### src/rtl/mole_autoplayer.sv
// Autonomous whack-a-mole player: decodes the core's segment/dp stream, presses the
// lit mole's button after a reaction delay, decodes game-over score digits and counts hits.
module mole_autoplayer #(
  parameter int REACT_CYCLES   = 3,
  parameter int HOLD_CYCLES    = 8,
  parameter int GAP_CYCLES     = 6,
  parameter int RESTART_CYCLES = 16
) (
  input  logic       clk,
  input  logic       rst_n,
  input  logic       en,
  input  logic       auto_restart,
  input  logic [6:0] seg_in,
  input  logic       dp_in,
  output logic [7:0] btn_out,
  output logic [7:0] hits,
  output logic [3:0] cur_digit,
  output logic       digit_valid,
  output logic       digit_stb
);

  localparam int MAX_RH  = (REACT_CYCLES > HOLD_CYCLES) ? REACT_CYCLES : HOLD_CYCLES;
  localparam int MAX_GR  = (GAP_CYCLES > RESTART_CYCLES) ? GAP_CYCLES : RESTART_CYCLES;
  localparam int MAX_CYC = (MAX_RH > MAX_GR) ? MAX_RH : MAX_GR;
  localparam int CW      = $clog2(MAX_CYC + 1);

  localparam logic [CW-1:0] REACT_LD   = CW'(REACT_CYCLES - 1);
  localparam logic [CW-1:0] HOLD_LD    = CW'(HOLD_CYCLES - 1);
  localparam logic [CW-1:0] GAP_LD     = CW'(GAP_CYCLES - 1);
  localparam logic [CW-1:0] RESTART_LD = CW'(RESTART_CYCLES - 1);

  typedef enum logic [2:0] {WATCH, REACT, PRESS, RELEASE, OVER, RSTPRESS} state_t;

  state_t        state, state_nxt;
  logic [CW-1:0] cnt, cnt_nxt;
  logic [2:0]    k_q, k_nxt;
  logic [7:0]    btn_nxt, hits_nxt;

  logic [6:0] seg_q, seg_prev;
  logic       dp_q, dp_prev;
  logic [2:0] zero_cnt, tgt_k;
  logic       tgt_valid;
  logic       pat_ok;
  logic [3:0] pat_digit;
  logic       new_pattern;

  // seg_prev/dp_prev hold the previous cycle's registered display for change detection
  always_ff @(posedge clk or negedge rst_n) begin
    if (!rst_n) begin
      seg_q    <= 7'h7F;
      dp_q     <= 1'b1;
      seg_prev <= 7'h7F;
      dp_prev  <= 1'b1;
    end else begin
      seg_q    <= seg_in;
      dp_q     <= dp_in;
      seg_prev <= seg_q;
      dp_prev  <= dp_q;
    end
  end

  always_comb begin
    zero_cnt = 3'd0;
    tgt_k    = 3'd0;
    for (int i = 0; i < 7; i++) begin
      if (!seg_q[i]) begin
        zero_cnt = zero_cnt + 3'd1;
        tgt_k    = 3'(i);
      end
    end
    tgt_valid = dp_q && (zero_cnt == 3'd1);
  end

  always_comb begin
    pat_ok    = 1'b1;
    pat_digit = 4'd0;
    case (seg_q)
      7'b1000000: pat_digit = 4'd0;
      7'b1111001: pat_digit = 4'd1;
      7'b0100100: pat_digit = 4'd2;
      7'b0110000: pat_digit = 4'd3;
      7'b0011001: pat_digit = 4'd4;
      7'b0010010: pat_digit = 4'd5;
      7'b0000010: pat_digit = 4'd6;
      7'b1111000: pat_digit = 4'd7;
      7'b0000000: pat_digit = 4'd8;
      7'b0010000: pat_digit = 4'd9;
      default:    pat_ok    = 1'b0;
    endcase
  end

  assign new_pattern = (seg_q != seg_prev) || dp_prev;

  always_ff @(posedge clk or negedge rst_n) begin
    if (!rst_n) begin
      cur_digit   <= 4'd0;
      digit_valid <= 1'b0;
      digit_stb   <= 1'b0;
    end else begin
      if (pat_ok) cur_digit <= pat_digit;
      digit_valid <= pat_ok && !dp_q;
      digit_stb   <= pat_ok && !dp_q && new_pattern;
    end
  end

  always_ff @(posedge clk or negedge rst_n) begin
    if (!rst_n) begin
      state   <= WATCH;
      cnt     <= '0;
      k_q     <= 3'd0;
      btn_out <= 8'd0;
      hits    <= 8'd0;
    end else begin
      state   <= state_nxt;
      cnt     <= cnt_nxt;
      k_q     <= k_nxt;
      btn_out <= btn_nxt;
      hits    <= hits_nxt;
    end
  end

  // btn_out is registered so a press starts on the same edge the FSM enters PRESS
  always_comb begin
    state_nxt = state;
    cnt_nxt   = cnt;
    k_nxt     = k_q;
    btn_nxt   = btn_out;
    hits_nxt  = hits;
    if (!en) begin
      state_nxt = WATCH;
      cnt_nxt   = '0;
      btn_nxt   = 8'd0;
    end else begin
      case (state)
        WATCH: begin
          btn_nxt = 8'd0;
          if (!dp_q) begin
            state_nxt = OVER;
            cnt_nxt   = RESTART_LD;
          end else if (tgt_valid) begin
            state_nxt = REACT;
            k_nxt     = tgt_k;
            cnt_nxt   = REACT_LD;
          end
        end
        REACT: begin
          if (!dp_q) begin
            state_nxt = OVER;
            cnt_nxt   = RESTART_LD;
          end else if (!tgt_valid) begin
            state_nxt = WATCH;
            cnt_nxt   = '0;
          end else if (tgt_k != k_q) begin
            k_nxt   = tgt_k;
            cnt_nxt = REACT_LD;
          end else if (cnt == '0) begin
            state_nxt = PRESS;
            btn_nxt   = 8'd1 << k_q;
            cnt_nxt   = HOLD_LD;
            if (hits != 8'hFF) hits_nxt = hits + 8'd1;
          end else begin
            cnt_nxt = cnt - 1'b1;
          end
        end
        PRESS, RSTPRESS: begin
          if (cnt == '0) begin
            state_nxt = RELEASE;
            btn_nxt   = 8'd0;
            cnt_nxt   = GAP_LD;
          end else begin
            cnt_nxt = cnt - 1'b1;
          end
        end
        RELEASE: begin
          btn_nxt = 8'd0;
          if (cnt == '0) state_nxt = WATCH;
          else cnt_nxt = cnt - 1'b1;
        end
        OVER: begin
          btn_nxt = 8'd0;
          if (dp_q) begin
            state_nxt = WATCH;
            cnt_nxt   = '0;
          end else if (auto_restart) begin
            if (cnt == '0) begin
              state_nxt = RSTPRESS;
              btn_nxt   = 8'h01;
              hits_nxt  = 8'd0;
              cnt_nxt   = HOLD_LD;
            end else begin
              cnt_nxt = cnt - 1'b1;
            end
          end
        end
        default: begin
          state_nxt = WATCH;
          cnt_nxt   = '0;
          btn_nxt   = 8'd0;
        end
      endcase
    end
  end

endmodule

### config.mk
export PLATFORM = sky130hd
export DESIGN_NAME = mole_autoplayer
export DESIGN_NICKNAME = d
export VERILOG_FILES = /design/src/rtl/mole_autoplayer.sv
export SDC_FILE = /design/constraint.sdc
export NUM_CORES = 1
export LEC_CHECK = 0
export CORE_MARGIN = 3
export CORE_UTILIZATION = 57
export CTS_CLUSTER_DIAMETER = 150
export DETAILED_ROUTE_END_ITERATION = 10
export GPL_ROUTABILITY_DRIVEN = 0
export PLACE_DENSITY_LB_ADDON = 0.12
export SLEW_MARGIN = 40
export SYNTH_ARGS = -nofsm -noshare
export SYNTH_HDL_FRONTEND = slang
export SYNTH_SLANG_ARGS = --single-unit
export TNS_END_PERCENT = 20
### constraint.sdc
create_clock -name clk -period 5.63 [get_ports clk]
set_input_delay 0.8445 -clock clk [delete_from_list [all_inputs] [get_ports clk]]
set_output_delay 0.8445 -clock clk [all_outputs]
set_load 0.02 [all_outputs]
### Yosys cells after proc, flatten, opt, wreduce, memory -nomap -nowiden

Cells that the tools add are included.

* register bits: 49
* input port bits: 12
* output and inout bits: 22
* word-level logic and storage cells: 143

* $add $sub $neg: 8
* equality and inequality tests: 41
* shift operators: 1
* mux-type cells: 64
* reduce and logical (&&, ||, !) cells: 17

Operators with widths (number)
* 8-bit two-way mux: 13
* 3-bit two-way mux: 28
* 5-bit two-way mux: 11
* 4-bit one-hot mux with 9 select lines: 1
* 5-bit one-hot mux with 5 select lines: 1
* 8-bit one-hot mux with 3 select lines: 1
* 2-bit inequality test (second input constant): 11
* 7-bit by 5-bit equality test with 1-bit output (second input constant): 3
* 7-bit equality test (second input constant): 3
* 3-bit inequality test (second input constant): 7
* 3-bit by 1-bit adder with 3-bit output (second input constant): 6
* 8-bit one-hot mux with 2 select lines: 1
* 3-bit one-hot mux with 5 select lines: 1
* 7-bit by 6-bit equality test with 1-bit output (second input constant): 2
* 7-bit AND reduction: 2
* 4-bit inequality test (second input constant): 3
* 5-bit inequality test (second input constant): 2
* 10-bit AND reduction: 1
* 10-bit OR reduction: 1
* 8-bit by 1-bit adder with 8-bit output (second input constant): 1
* 8-bit inequality test (second input constant): 1
* 1-bit by 3-bit left shift with 8-bit output (first input constant): 1
* 7-bit by 2-bit equality test with 1-bit output (second input constant): 1
* 7-bit logical NOT: 1
* 17 further kinds: 28

### Depth between registers and ports, before layout

Gate-level depths: netlist of run 1.

* depth after elaboration: 19
* mapped depth: 25
* depth with buffers taken out: 23

### Worst setup path before layout of run 1

No wires, ideal clock.

* path type: register -> register
* start point: register seg_q[0]
* end point: register cnt[3]
* setup time: 0.126 ns
* arrival time: 4.378 ns
* required time: 5.504 ns
* path slack: 1.126 ns
* stages on the path, launching flop included: 25
* path buffers: 1
* period minus slack after synthesis: 4.504 ns
* cells stage by stage: dfstp_2 -> inv_1 -> ha_1 -> nand2b_1 -> and2_1 -> ha_1 -> and2b_1 -> a21oi_1 -> inv_1 -> ha_1 -> nor2_1 -> a21oi_1 -> ha_1 -> nor2_1 -> a21o_1 -> nor2_1 -> ha_1 -> nor2b_1 -> xnor2_1 -> xnor2_1 -> a21oi_2 -> buf_6 -> o31ai_1 -> nor4_1 -> a221o_1

* longest elaborated chain between the ends: 19

Ends and longest elaborated chain
* start, declared: RTL line 39 `logic [6:0] seg_q, seg_prev;`
* start signal, assigned: RTL line 55 `seg_q <= seg_in;`
* 1-bit two-way mux (*): RTL line 66 `if (!seg_q[i]) begin`
* 3-bit by 1-bit adder with 3-bit output: RTL line 67 `zero_cnt = zero_cnt + 3'd1;`
* 3-bit two-way mux (*): RTL line 66
* 3-bit by 1-bit adder with 3-bit output: RTL line 67
* 3-bit two-way mux (*): RTL line 66
* 3-bit by 1-bit adder with 3-bit output: RTL line 67
* 3-bit two-way mux (*): RTL line 66
* 3-bit by 1-bit adder with 3-bit output: RTL line 67
* [... 3 more ...]
* 3-bit by 1-bit adder with 3-bit output: RTL line 67
* 3-bit two-way mux (*): RTL line 66
* 3-bit by 1-bit equality test with 1-bit output (*): RTL line 71 `tgt_valid = dp_q && (zero_cnt == 3'd1);`
* 1-bit logical AND (*): RTL line 71
* 5-bit two-way mux: RTL line 150 `end else if (!tgt_valid) begin`
* 5-bit two-way mux: RTL line 147 `if (!dp_q) begin`
* 5-bit one-hot mux with 5 select lines: RTL line 134 `case (state)`
* 5-bit two-way mux: RTL line 129 `if (!en) begin`
* end signal, assigned: RTL line 115 `cnt <= cnt_nxt;`
* end, declared: RTL line 35 `logic [CW-1:0] cnt, cnt_nxt;`

Every way passes the cells marked *; elsewhere a longest branch is shown, timed or not.
A chain may end at the register's enable or synchronous reset.

### Worst setup path in the final report of run 1

* start point: register seg_q[0]
* end point: register state[0]

* longest elaborated chain between the ends: 19

Ends and longest elaborated chain
* 1-bit two-way mux (*): RTL line 66
* 3-bit by 1-bit adder with 3-bit output: RTL line 67
* 3-bit two-way mux (*): RTL line 66
* 3-bit by 1-bit adder with 3-bit output: RTL line 67
* 3-bit two-way mux (*): RTL line 66
* 3-bit by 1-bit adder with 3-bit output: RTL line 67
* 3-bit two-way mux (*): RTL line 66
* 3-bit by 1-bit adder with 3-bit output: RTL line 67
* [... 3 more ...]
* 3-bit by 1-bit adder with 3-bit output: RTL line 67
* 3-bit two-way mux (*): RTL line 66
* 3-bit by 1-bit equality test with 1-bit output (*): RTL line 71
* 1-bit logical AND (*): RTL line 71
* 3-bit two-way mux: RTL line 150
* 3-bit two-way mux: RTL line 147
* 3-bit one-hot mux with 5 select lines: RTL line 134
* 3-bit two-way mux: RTL line 129
* end signal, assigned: RTL line 114 `state <= state_nxt;`
* end, declared: RTL line 34 `state_t state, state_nxt;`

Marks and branches as above.

==> run metrics, run 1 <==
status completed; PD cells 311.1 nW/um2; via count 2644; Worst EP required 5.82 ns; Critical Path Sink Type flop; CTS resizes 0; GR peak layer met2; worst skew pair latency 0.31 ns; fin area 3560 um2; antenna diode count 0; Clk Tree Root Cell clkbuf_8; maximum vdd drop 0.2266 mV; Synth area leaders dfrtp_1 (26%), dfstp_2 (13%), ha_1 (4.0%); Filler cells 438; startpoint types flop; synthesized area 3151 um2; final setup TNS 0 ns; Hold Path Class reg2reg; met3 usage 5.942%; yosys warns 0; Main synth FF type dfrtp_1; Non-Filler Instances 432; first-pass GRT wire length 11.96 mm; post-DR wirelength/cell 15.91 um; largest net degree at the start of global routing 50; Post-Place Setup Slack 0.5971 ns; initial antenna violation count 0; worst path bufs/invs 2; CP Data Arrival Time 5.27 ns; Worst Setup Path Type reg2reg; clk sinks 49; top-count cell post-synth dfrtp_1; biggest cell delay along the critical path 0.66 ns; ratio of final minimum period to clock period 90.23%; CP Max Fanout 11; layout cells sized above 1 10.50%; register area share after synthesis 39.56%; Final Hold Viols 0; top-area cell type share of the netlist area 26.21%; delay-heaviest family, CP simple AND/OR/NAND/NOR gates; IO Count 34; total wire length 6.874 mm; worst setup margin 0.5503 ns; Worst-path clk slew 0.09 ns; Area after DPL 3475 um2; Starting Density 60.15%; Slew HR 52.80%; Overall Global Routing Usage 23.35%; Max-Cap Viols 0; CP cell instances inv_1 > ha_1 > nand2b_1 > and2_1 > ha_1 > and2b_1 > a21oi_1 > inv_1 > ha_1 > nor2_1 > a21oi_1 > ha_1 > nor2_1 > a21o_1 > nor2_1 > ha_1 > or3_1 > a21oi_2 > or4b_2 > or4b_1 > nand4_1; Residual DRC 0; Max Slew Vio Count 0; TritonRoute pass-1 iters 4; GRT met1 Usage 32.69%; most frequent CP cell ha_1; Avg Cell Area, Syn 9.185 um2; worst slew pin tran 0.7061 ns; syn nets 365; Inserted Clock Buffers 5; Vias/cell 6.120; initial DRC count 166; DPL Wire Length 4.879 mm; Max Fclk 196.9 MHz; area leader, netlist dfrtp_1; synth cell count leaders dfrtp_1 (33), nand2_1 (32), nor2_1 (24), a21oi_1 (18), clkbuf_1 (17); vertical die dimension 80.35 um; clock skew 0.005731 ns; Tmin final 5.080 ns; Power, Total 0.001108 W; Post-synth EDFFs 0; DIE AREA 6455 um2; CTS Hold Bufs 0; CTS tree done; clk buf depth 2; PortBufs 33; Area Growth Syn to Fin 12.99%; num rows 26; fin nets 383; count of final setup violators 0; post-synthesis cell type count 62; vias in the first global route 2528; met2 Resource Use GR 35.43%; # Post-CTS Setup Buffers 0; cell total after placement 424; GRT overflow 0; synthesized instance count 343; H-tree Lvls 2; slowest CP cell or4b_2; unrepaired setup endpoints after global routing no; Core Region 5238 um2; FF+latch count, synth 49; share of flip-flops with an asynchronous set or reset 100.0%; P_leak 1.484 nW; Detail Route Antenna Nets 0; Die X 80.35 um
-- cell families (layout without fill, tap and decap cells) --
logic type               count (synthesis)  after routing  synth area share, %
multiplexers                            12             12                3.932
AO/OA/AOI/OAI                           82             82                18.43
flip-flops                              49             49                39.56
adder cells (fa/ha/maj)                 10             10                3.971
AND/OR/NAND/NOR                        137            137                23.23
buffers and inverters                   37             56                5.004
XOR/XNOR                                16             16                5.877
-- final cells by class --
cell class / count / area (um2) / area share, %
multi-input combinational: 257 / 1753 / 49.24
clock inverter: 3 / 21.27 / 0.5975
timing repair buffer: 34 / 330.3 / 9.279
clock buffer: 5 / 68.82 / 1.933
tap: 70 / 87.58 / 2.460
inverter: 14 / 52.55 / 1.476
sequential: 49 / 1246 / 35.01
-- final timing paths --
| check | from | end | slack, ns | cells past startpoint |
|---|---|---|---|---|
| min in group asynchronous | rst_n | digit_valid | 0.54 | 1 |
| setup / recovery | seg_q[0] | state[0] | 0.55 | 21 |
| setup reg to reg | seg_q[0] | state[0] | 0.55 | 21 |
| hold / removal | seg_q[0] | seg_prev[0] | 0.40 | 0 |
| hold reg to reg | seg_q[0] | seg_prev[0] | 0.40 | 0 |
| max in group asynchronous | rst_n | btn_out[1] | 4.70 | 1 |
-- sequential cells by signal, summed over array words and instances (netlist names) --
signal	count
dp_q	1
digit_valid	1
k_q	3
digit_stb	1
seg_q	7
cur_digit	4
btn_out	8
hits	8
cnt	5
state	3
seg_prev	7
dp_prev	1
-- report_power, final --
group	internal [W]	total [W]	switching [W]
clock network	0.0000883	0.000214	0.000126
logic	0.000185	0.000423	0.000238
registers	0.000398	0.000470	0.0000721
-- per-layer routing --
metal	routed length, um	vias up
li1	-	1285
met1	3231	1267
met2	3130	80
met3	413	12
met4	99	0
met5	0	-
-- layout by cell type (no fill, tap or decap), drive strengths merged, types with 10 or more instances in the layout --
| cell | synthesis | routed |
|---|---|---|
| nand3 | 17 | 17 |
| dfrtp | 33 | 33 |
| ha | 10 | 10 |
| inv | 14 | 15 |
| dfstp | 16 | 16 |
| nor2 | 24 | 24 |
| o31ai | 14 | 14 |
| a21oi | 19 | 19 |
| nand2 | 32 | 32 |
| nor2b | 10 | 10 |
| clkdlybuf4s50 | 0 | 31 |
-- through the flow --
stage,utilization (%),hold WS [ns]
2_1_floorplan,-,0.3519
3_3_place_gp,66.17,0.3856
3_5_place_dp,66.34,0.3927
4_1_cts,68.06,0.4074
5_1_grt,67.96,0.4229
6_report,67.96,0.4046
Note: power is estimated with default switching activity, not from simulation.
==> inputs of run 2 (changes only) <==
- SKIP_CTS_REPAIR_TIMING: unset -> 1
==> results of run 2 <==
No change in the layout: final DEF, timing and power equal those of run 1.
==> inputs of run 3 (changes only) <==
- CELL_PAD_IN_SITES_DETAIL_PLACEMENT: unset -> 0
- CELL_PAD_IN_SITES_GLOBAL_PLACEMENT: unset -> 1
- CORE_UTILIZATION: 57 -> 44
==> run metrics, run 3 (same netlist as run 1, synthesis figures left out) <==
slowest CP cell or4b_2; Worst-path clk slew 0.11 ns; reg2reg path depth 21; H-tree Lvls 2; PD cells 310.9 nW/um2; Residual DRC 0; CTS tree done; Starting Density 45.87%; antenna diode count 0; Max-Cap Viols 0; delay-heaviest family, CP simple AND/OR/NAND/NOR gates; Vias/cell 5.670; P_leak 1.502 nW; Inserted Clock Buffers 5; status completed; worst slew pin tran 0.6883 ns; Clk Tree Root Cell clkbuf_8; unrepaired setup endpoints after global routing no; CP cell instances inv_1 > ha_1 > nand2b_1 > and2_1 > ha_1 > and2b_1 > a21oi_1 > inv_1 > ha_1 > nor2_1 > a21oi_1 > ha_1 > nor2_1 > a21o_1 > nor2_1 > ha_1 > or3_1 > a21oi_2 > or4b_2 > or4b_1 > nand4_1; initial DRC count 143; final setup TNS 0 ns; top flop regs btn_out (8), hits (8); via count 2614; Tmin final 5.057 ns; Power, Total 0.001127 W; Worst Setup Path Type reg2reg; first-pass GRT wire length 12.22 mm; Hold Path Stages 0; DPL Wire Length 4.884 mm; Critical Path Sink Type flop; Hold Path Class reg2reg; leading cell type in the layout, fill and taps excluded dfrtp_1; post-DR wirelength/cell 15.14 um; hold path start seg_q[1]; fin nets 386; Area Growth Syn to Fin 15.01%; worst path bufs/invs 2; setup slack, reg-to-reg 0.57 ns; largest net degree at the start of global routing 50; layout cells sized above 1 10.68%; vias in the first global route 2459; vertical die dimension 90.62 um; Hold Crit Endpoint seg_prev[1]; num rows 30; total wire length 6.981 mm; Max Slew Vio Count 0; clk sinks 49; launching point of the worst reg2reg path seg_q[0]; Detail Route Antenna Nets 0; CP Max Fanout 11; maximum vdd drop 0.1398 mV; clk buf depth 2; Min Hold Slack 0.4031 ns; Core Region 6869 um2; PortBufs 33; count of final setup violators 0; initial antenna violation count 0; Final Hold Viols 0; GRT overflow 0; startpoint types flop; CP Data Arrival Time 5.26 ns; Die X 90.62 um; biggest cell delay along the critical path 0.66 ns; most frequent cells in the layout dfrtp_1 (33), nand2_1 (32), clkdlybuf4s50_1 (32); TritonRoute pass-1 iters 4; Slew HR 53.91%; Worst EP required 5.83 ns; Overall Global Routing Usage 17.94%; Final Util 52.75%; clock skew 0.01227 ns; worst skew pair latency 0.31 ns; Max Fclk 197.7 MHz; IO Count 34; DIE AREA 8212 um2; Worst Setup SP seg_q[0]; ratio of final minimum period to clock period 89.83%; reg2reg end state[0]; most frequent CP cell ha_1
==> run 3: changes by cell type in the layout (fill, tap and decap cells not counted), sizes merged <==
cell	previous run	this run
inv	15	14
clkinvlp	1	0
buf	3	5
clkdlybuf4s50	31	32
clkinv	1	3
==> run 3: layer usage <==
metal,routed length (um),up-vias,track usage [%]
li1,-,1293,-
met4,71,0,5.230
met3,257,6,3.083
met5,0,-,0
met1,3583,1270,27.01
met2,3069,45,26.25
==> run 3: worst max-delay path by stage <==
stage,to,slack [ns],cells after the start
floorplan,cnt[3],1.13,24
global placement,state[0],0.73,21
detailed placement,state[0],0.60,21
CTS,state[0],0.55,21
global route,state[0],0.19,21
finish,state[0],0.57,21
==> run 3: power breakdown <==
group / total (W) / switching, W / leakage (nW) / internal, W
logic: 0.000425 / 0.000236 / 0.839 / 0.000189
registers: 0.000470 / 0.0000716 / 0.612 / 0.000398
clock network: 0.000232 / 0.000139 / 0.0511 / 0.0000930
total: 0.00113 / 0.000446 / 1.50 / 0.000680
==> run 3: worst register-to-register path, stage by stage, from the launching register on <==
cell	delay [ns]
dfstp_2	0.59
inv_1	0.08
ha_1	0.25
nand2b_1	0.17
and2_1	0.16
ha_1	0.26
and2b_1	0.17
a21oi_1	0.16
inv_1	0.07
ha_1	0.26
nor2_1	0.13
a21oi_1	0.06
ha_1	0.29
nor2_1	0.04
a21o_1	0.17
nor2_1	0.11
ha_1	0.24
or3_1	0.36
a21oi_2	0.44
or4b_2	0.66
or4b_1	0.19
nand4_1	0.08
==> run 3: layout make-up <==
cell class | count | area, um2
Clock buffer | 5 | 68.82
Sequential cell | 49 | 1246
Fill cell | 663 | 3246
Timing Repair Buffer | 37 | 355.3
Inverter | 14 | 52.55
Tap cell | 96 | 120.1
Clock inverter | 3 | 33.78
Multi-Input combinational cell | 257 | 1747
==> run 3: stage by stage <==
step	worst slack, ns	area [um2]	instances
floorplan	1.126	3151	343
global placement	0.7250	3521	453
detailed placement	0.5981	3521	453
CTS	0.5526	3623	461
global route	0.1912	3623	461
finish	0.5727	3623	461
==> patch 1 (settings of run 2) <==
Re-encode `state_t` (6 states) as one-hot, 6 bits wide.
--- a/src/rtl/mole_autoplayer.sv
+++ b/src/rtl/mole_autoplayer.sv
@@ -29,7 +29,7 @@
   localparam logic [CW-1:0] GAP_LD     = CW'(GAP_CYCLES - 1);
   localparam logic [CW-1:0] RESTART_LD = CW'(RESTART_CYCLES - 1);
 
-  typedef enum logic [2:0] {WATCH, REACT, PRESS, RELEASE, OVER, RSTPRESS} state_t;
+  typedef enum logic [5:0] {WATCH = 6'b000001, REACT = 6'b000010, PRESS = 6'b000100, RELEASE = 6'b001000, OVER = 6'b010000, RSTPRESS = 6'b100000} state_t;
 
   state_t        state, state_nxt;
   logic [CW-1:0] cnt, cnt_nxt;
Formal check against the unedited RTL: same outputs for any inputs over 4 cycles, from zero or initial values and one cycle with rst_n low; so few cycles prove little.
==> patch 1 against run 2 <==
  * Non-clock buffer count is the same
  * Final area grew 3.9%
  * Sequential cell count grew 3
  * Sequential share of layout area grew 0.76 points
  * Clock skew grew 0.00090 ns
  * Area after synthesis grew 4.8%
  * Worst setup slack gained 0.37 ns
  * Power grew 4.7%
  * Worst hold slack is essentially flat
  * Count of clock-buffer cells in the layout grew 2
  * Routed wire length grew 1.3%
==> patch 1: results (changes against run 2) <==
metric,value,unit,change
status,completed,,
CTS Root Cell,clkbuf_8,,
register area share after synthesis,40.1,%,+0.50 points
Max VDD drop,0.166,mV,-27%
Tightest Pin Transition,0.698,ns,-0.00853 ns
CTS buffer count,5,,unchanged
synth unique cells,65,,+4.8%
Static Leakage,1.53,nW,+3.1%
critical path peak fanout,7,,-4
Worst Hold Launch,seg_q[0],,
CP peak stage delay,0.59,ns,-0.07 ns
Max clock buf depth,2,,unchanged
DR vias,2641,,-0.11%
first-pass GRT wire length,12200,um,+2.4%
asr flop ratio synth,100,%,unchanged
synth cell count leaders,"35 x dfrtp_1, 31 x nand2_1, 17 x dfstp_2",,
skew final,0.00663,ns,+0.000903 ns
crit path launch,seg_q[1],,
H-tree levels,2,,unchanged
ratio of cells with drive above 1 in the final layout,14.6,%,+4.1 points
Pre-antenna DRT Iters,5,,+1
Nets,383,,unchanged
Area contributors post-synth,"dfrtp_1 27%, dfstp_2 14%, ha_1 3.8%",,
Hold WC Path Type,register to register,,
CP arrival,4.92,ns,-0.35 ns
fillcell total,450,,+2.7%
clk slew on worst S/H paths,0.10,ns,
"Net Count, Synth",358,,-1.9%
placed cell areas,3590,um^2,+3.2%
pin count of the biggest net entering global routing,53,,+6.0%
detailed-placement wirelength estimate,4850,um,-0.53%
Critical-path top delay cell,dfstp_2,,
Antenna Cells,0,,unchanged
Iter 0 DRT Violations,220,,+33%
Wirelength per Cell,16.0,um,+0.84%
worst reg2reg path startpoint,seg_q[1],,
All-Layer GR Usage,23.3,%,-0.084 points
[patch 1: changes by cell type in the layout (fill, tap and decap cells not counted), moves of 5 or more]
cell and delta:
and2_1 -5, o31ai_1 -14, a31oi_1 +12, nor3_1 +5, nand2b_1 -5, o21ai_0 +7
nor2_1 -8
[patch 1: layout make-up]
class | count | area (um^2) | area share [%]
clock buffers | 7 | 97.6 | 2.64
clock inverters | 1 | 5.00 | 0.135
inverters | 16 | 60.1 | 1.62
multi-input cells | 252 | 1790 | 48.4
flip-flops and latches | 52 | 1320 | 35.8
well taps | 72 | 90.1 | 2.44
repair buffers | 34 | 333 | 9.00
[patch 1: per-layer routing]
metal,global-route usage [%],part of all wire [%],vias to the layer above
met5,0,0,-
met4,5.15,0.86,0
met3,4.34,5.3,7
met2,35.4,46,81
met1,34.6,47,1271
li1,-,-,1282
[patch 1: cells by family (layout without fill, tap and decap cells)]
logic type	after synthesis	after routing	share of synthesized area, %
flops	52	52	40.1
fa+ha+maj	10	10	3.79
buf+inv	32	58	6.03
simple gates	126	126	21.8
mux	9	9	3.07
compound gates	88	88	18.6
xor+xnor	19	19	6.67
[patch 1: through the flow]
step	std cells	setup slack, ns
4_1_cts	434	0.905
2_1_floorplan	336	1.17
5_1_grt	434	0.595
3_5_place_dp	426	0.920
6_report	434	0.917
3_3_place_gp	426	1.01
[patch 1: final timing paths]
| path | endpoint | slack [ns] | depth (start not counted) |
|---|---|---|---|
| setup / recovery | k_q[2] | 0.92 | 20 |
| hold / removal | seg_prev[0] | 0.41 | 0 |
| setup reg to reg | k_q[2] | 0.92 | 20 |
| hold reg to reg | seg_prev[0] | 0.41 | 0 |
| max in group asynchronous | hits[3] | 4.55 | 2 |
| min in group asynchronous | cur_digit[2] | 0.64 | 2 |
[patch 1: power breakdown]
part / internal [mW] / total [mW] / switching, mW
Clock: 0.114 / 0.239 / 0.124
Sequential: 0.426 / 0.489 / 0.0621
Combinational: 0.182 / 0.432 / 0.251
==> patch 2 (settings of run 2) <==
Without the edit above. Set the parameter `REACT_CYCLES` to 6 (it was 3).
--- a/src/rtl/mole_autoplayer.sv
+++ b/src/rtl/mole_autoplayer.sv
@@ -1,7 +1,7 @@
 // Autonomous whack-a-mole player: decodes the core's segment/dp stream, presses the
 // lit mole's button after a reaction delay, decodes game-over score digits and counts hits.
 module mole_autoplayer #(
-  parameter int REACT_CYCLES   = 3,
+  parameter int REACT_CYCLES   = 6,
   parameter int HOLD_CYCLES    = 8,
   parameter int GAP_CYCLES     = 6,
   parameter int RESTART_CYCLES = 16
Formal check against the unedited RTL: not equivalent (a bounded check fails within 10 cycles, from zero or initial values and one cycle with rst_n low).
==> patch 2 against run 2 <==
  * Synthesized cell count decreased by 2.6%
  * Power increased by 6.8%
  * Worst setup slack got worse by 0.14 ns
  * Sequential share of layout area increased by 0.72 points
  * Worst hold slack got worse by 0.0015 ns
  * First-iteration DRC count increased by 37%
  * Final area decreased by 2.0%
  * Sequential cell count unchanged
  * Via count decreased by 2.3%
  * Die area decreased by 2.4%
  * Area after synthesis decreased by 2.6%
  * Routed wire length decreased by 2.8%
  * Non-clock buffer count unchanged
  * Critical endpoint is now cnt[4]
  * Largest cell class unchanged
==> patch 2: results (changes against run 2) <==
metric,value,unit,change
number of global-route vias before repair,2575,,+1.9%
Tightest Pin Transition,0.770,ns,+0.0638 ns
Metal-1 WL,3070,um,-5.0%
Nets,375,,-2.1%
Static Leakage,1.46,nW,-1.8%
Iter 0 DRT Violations,227,,+37%
mux contribution to synthesized area,3.34,%,-0.59 points
status,completed,,
Wirelength per Cell,15.8,um,-1.0%
Max clock buf depth,2,,unchanged
Syn. warnings,0,,unchanged
"Net Count, Synth",356,,-2.5%
Synth Area in Adders,4.08,%,+0.11 points
met2 wire len,3150,um,+0.64%
Pre-antenna DRT Iters,5,,+1
PwrDens,339,nW/um^2,+9.0%
net switching power,0.470,mW,+7.8%
synth cell count leaders,"33 x dfrtp_1, 30 x nand2_1, 27 x o21ai_0, 25 x nor2_1, 19 x clkbuf_1",,
register area share after synthesis,40.6,%,+1.1 points
synth unique cells,54,,-13%
Max VDD drop,0.199,mV,-12%
skew final,0.0143,ns,+0.00859 ns
syn_area_per_cell,9.19,um^2,about the same
All-Layer GR Usage,23.5,%,+0.19 points
met3 routed wirelength,371,um,-10%
WL final,6680,um,-2.8%
placed cell count,416,,-1.9%
ratio of cells with drive above 1 in the final layout,10.2,%,-0.33 points
first-pass GRT wire length,11900,um,-0.17%
fillcell total,429,,-2.1%
xor/xnor share of the synthesized area,7.14,%,+1.3 points
combinational power,0.484,mW,+14%
dpl ws,0.435,ns,-0.162 ns
Area contributors post-synth,"dfrtp_1 27%, dfstp_2 14%, o21ai_0 4.4%",,
via/cell ratio,6.09,,-0.43%
## patch 2: cell count changes in the layout (fill, tap and decap cells not counted), sizes merged, moves of 3 or more
cell,before,now
nand3,17,13
o21ai,8,27
o31ai,14,3
a22o,1,5
a221o,3,0
a21oi,19,11
inv,15,11
xnor2,6,10
## patch 2: cell families after synthesis
group                    Yosys count
flip-flops                        49
AO/OA/AOI/OAI                     90
AND/OR/NAND/NOR                  123
multiplexers                      10
adder cells (fa/ha/maj)           10
buffers and inverters             32
XOR/XNOR                          20
## patch 2: layout make-up
class / count / area, um^2 / area share (%)
multi-input cells: 253 / 1700 / 48.9
inverters: 10 / 37.5 / 1.08
well taps: 70 / 87.6 / 2.51
clock buffers: 7 / 76.3 / 2.19
clock inverters: 1 / 6.26 / 0.179
flip-flops and latches: 49 / 1250 / 35.7
repair buffers: 34 / 330 / 9.47
## patch 2: worst max-delay path: cells and delay by family, from the launching register on
kind,cells,cell delay (ns)
buf+inv,2,0.14
simple gates,8,1.72
flops,1,0.60
compound gates,6,1.38
fa+ha+maj,5,1.34
## patch 2: final timing paths
check / start / endpoint / slack, ns / cells after the start
min in group asynchronous: rst_n / hits[0] / 0.53 / 1
setup / recovery: seg_q[1] / cnt[4] / 0.41 / 21
max in group asynchronous: rst_n / seg_q[6] / 4.68 / 1
hold reg to reg: seg_q[1] / seg_prev[1] / 0.40 / 0
setup reg to reg: seg_q[1] / cnt[4] / 0.41 / 21
hold / removal: seg_q[1] / seg_prev[1] / 0.40 / 0
## patch 2: layer usage
| metal | track usage (%) | vias to the layer above |
|---|---|---|
| li1 | - | 1237 |
| met1 | 32.4 | 1239 |
| met2 | 38.4 | 99 |
| met3 | 3.63 | 9 |
| met4 | 6.87 | 0 |
| met5 | 0 | - |
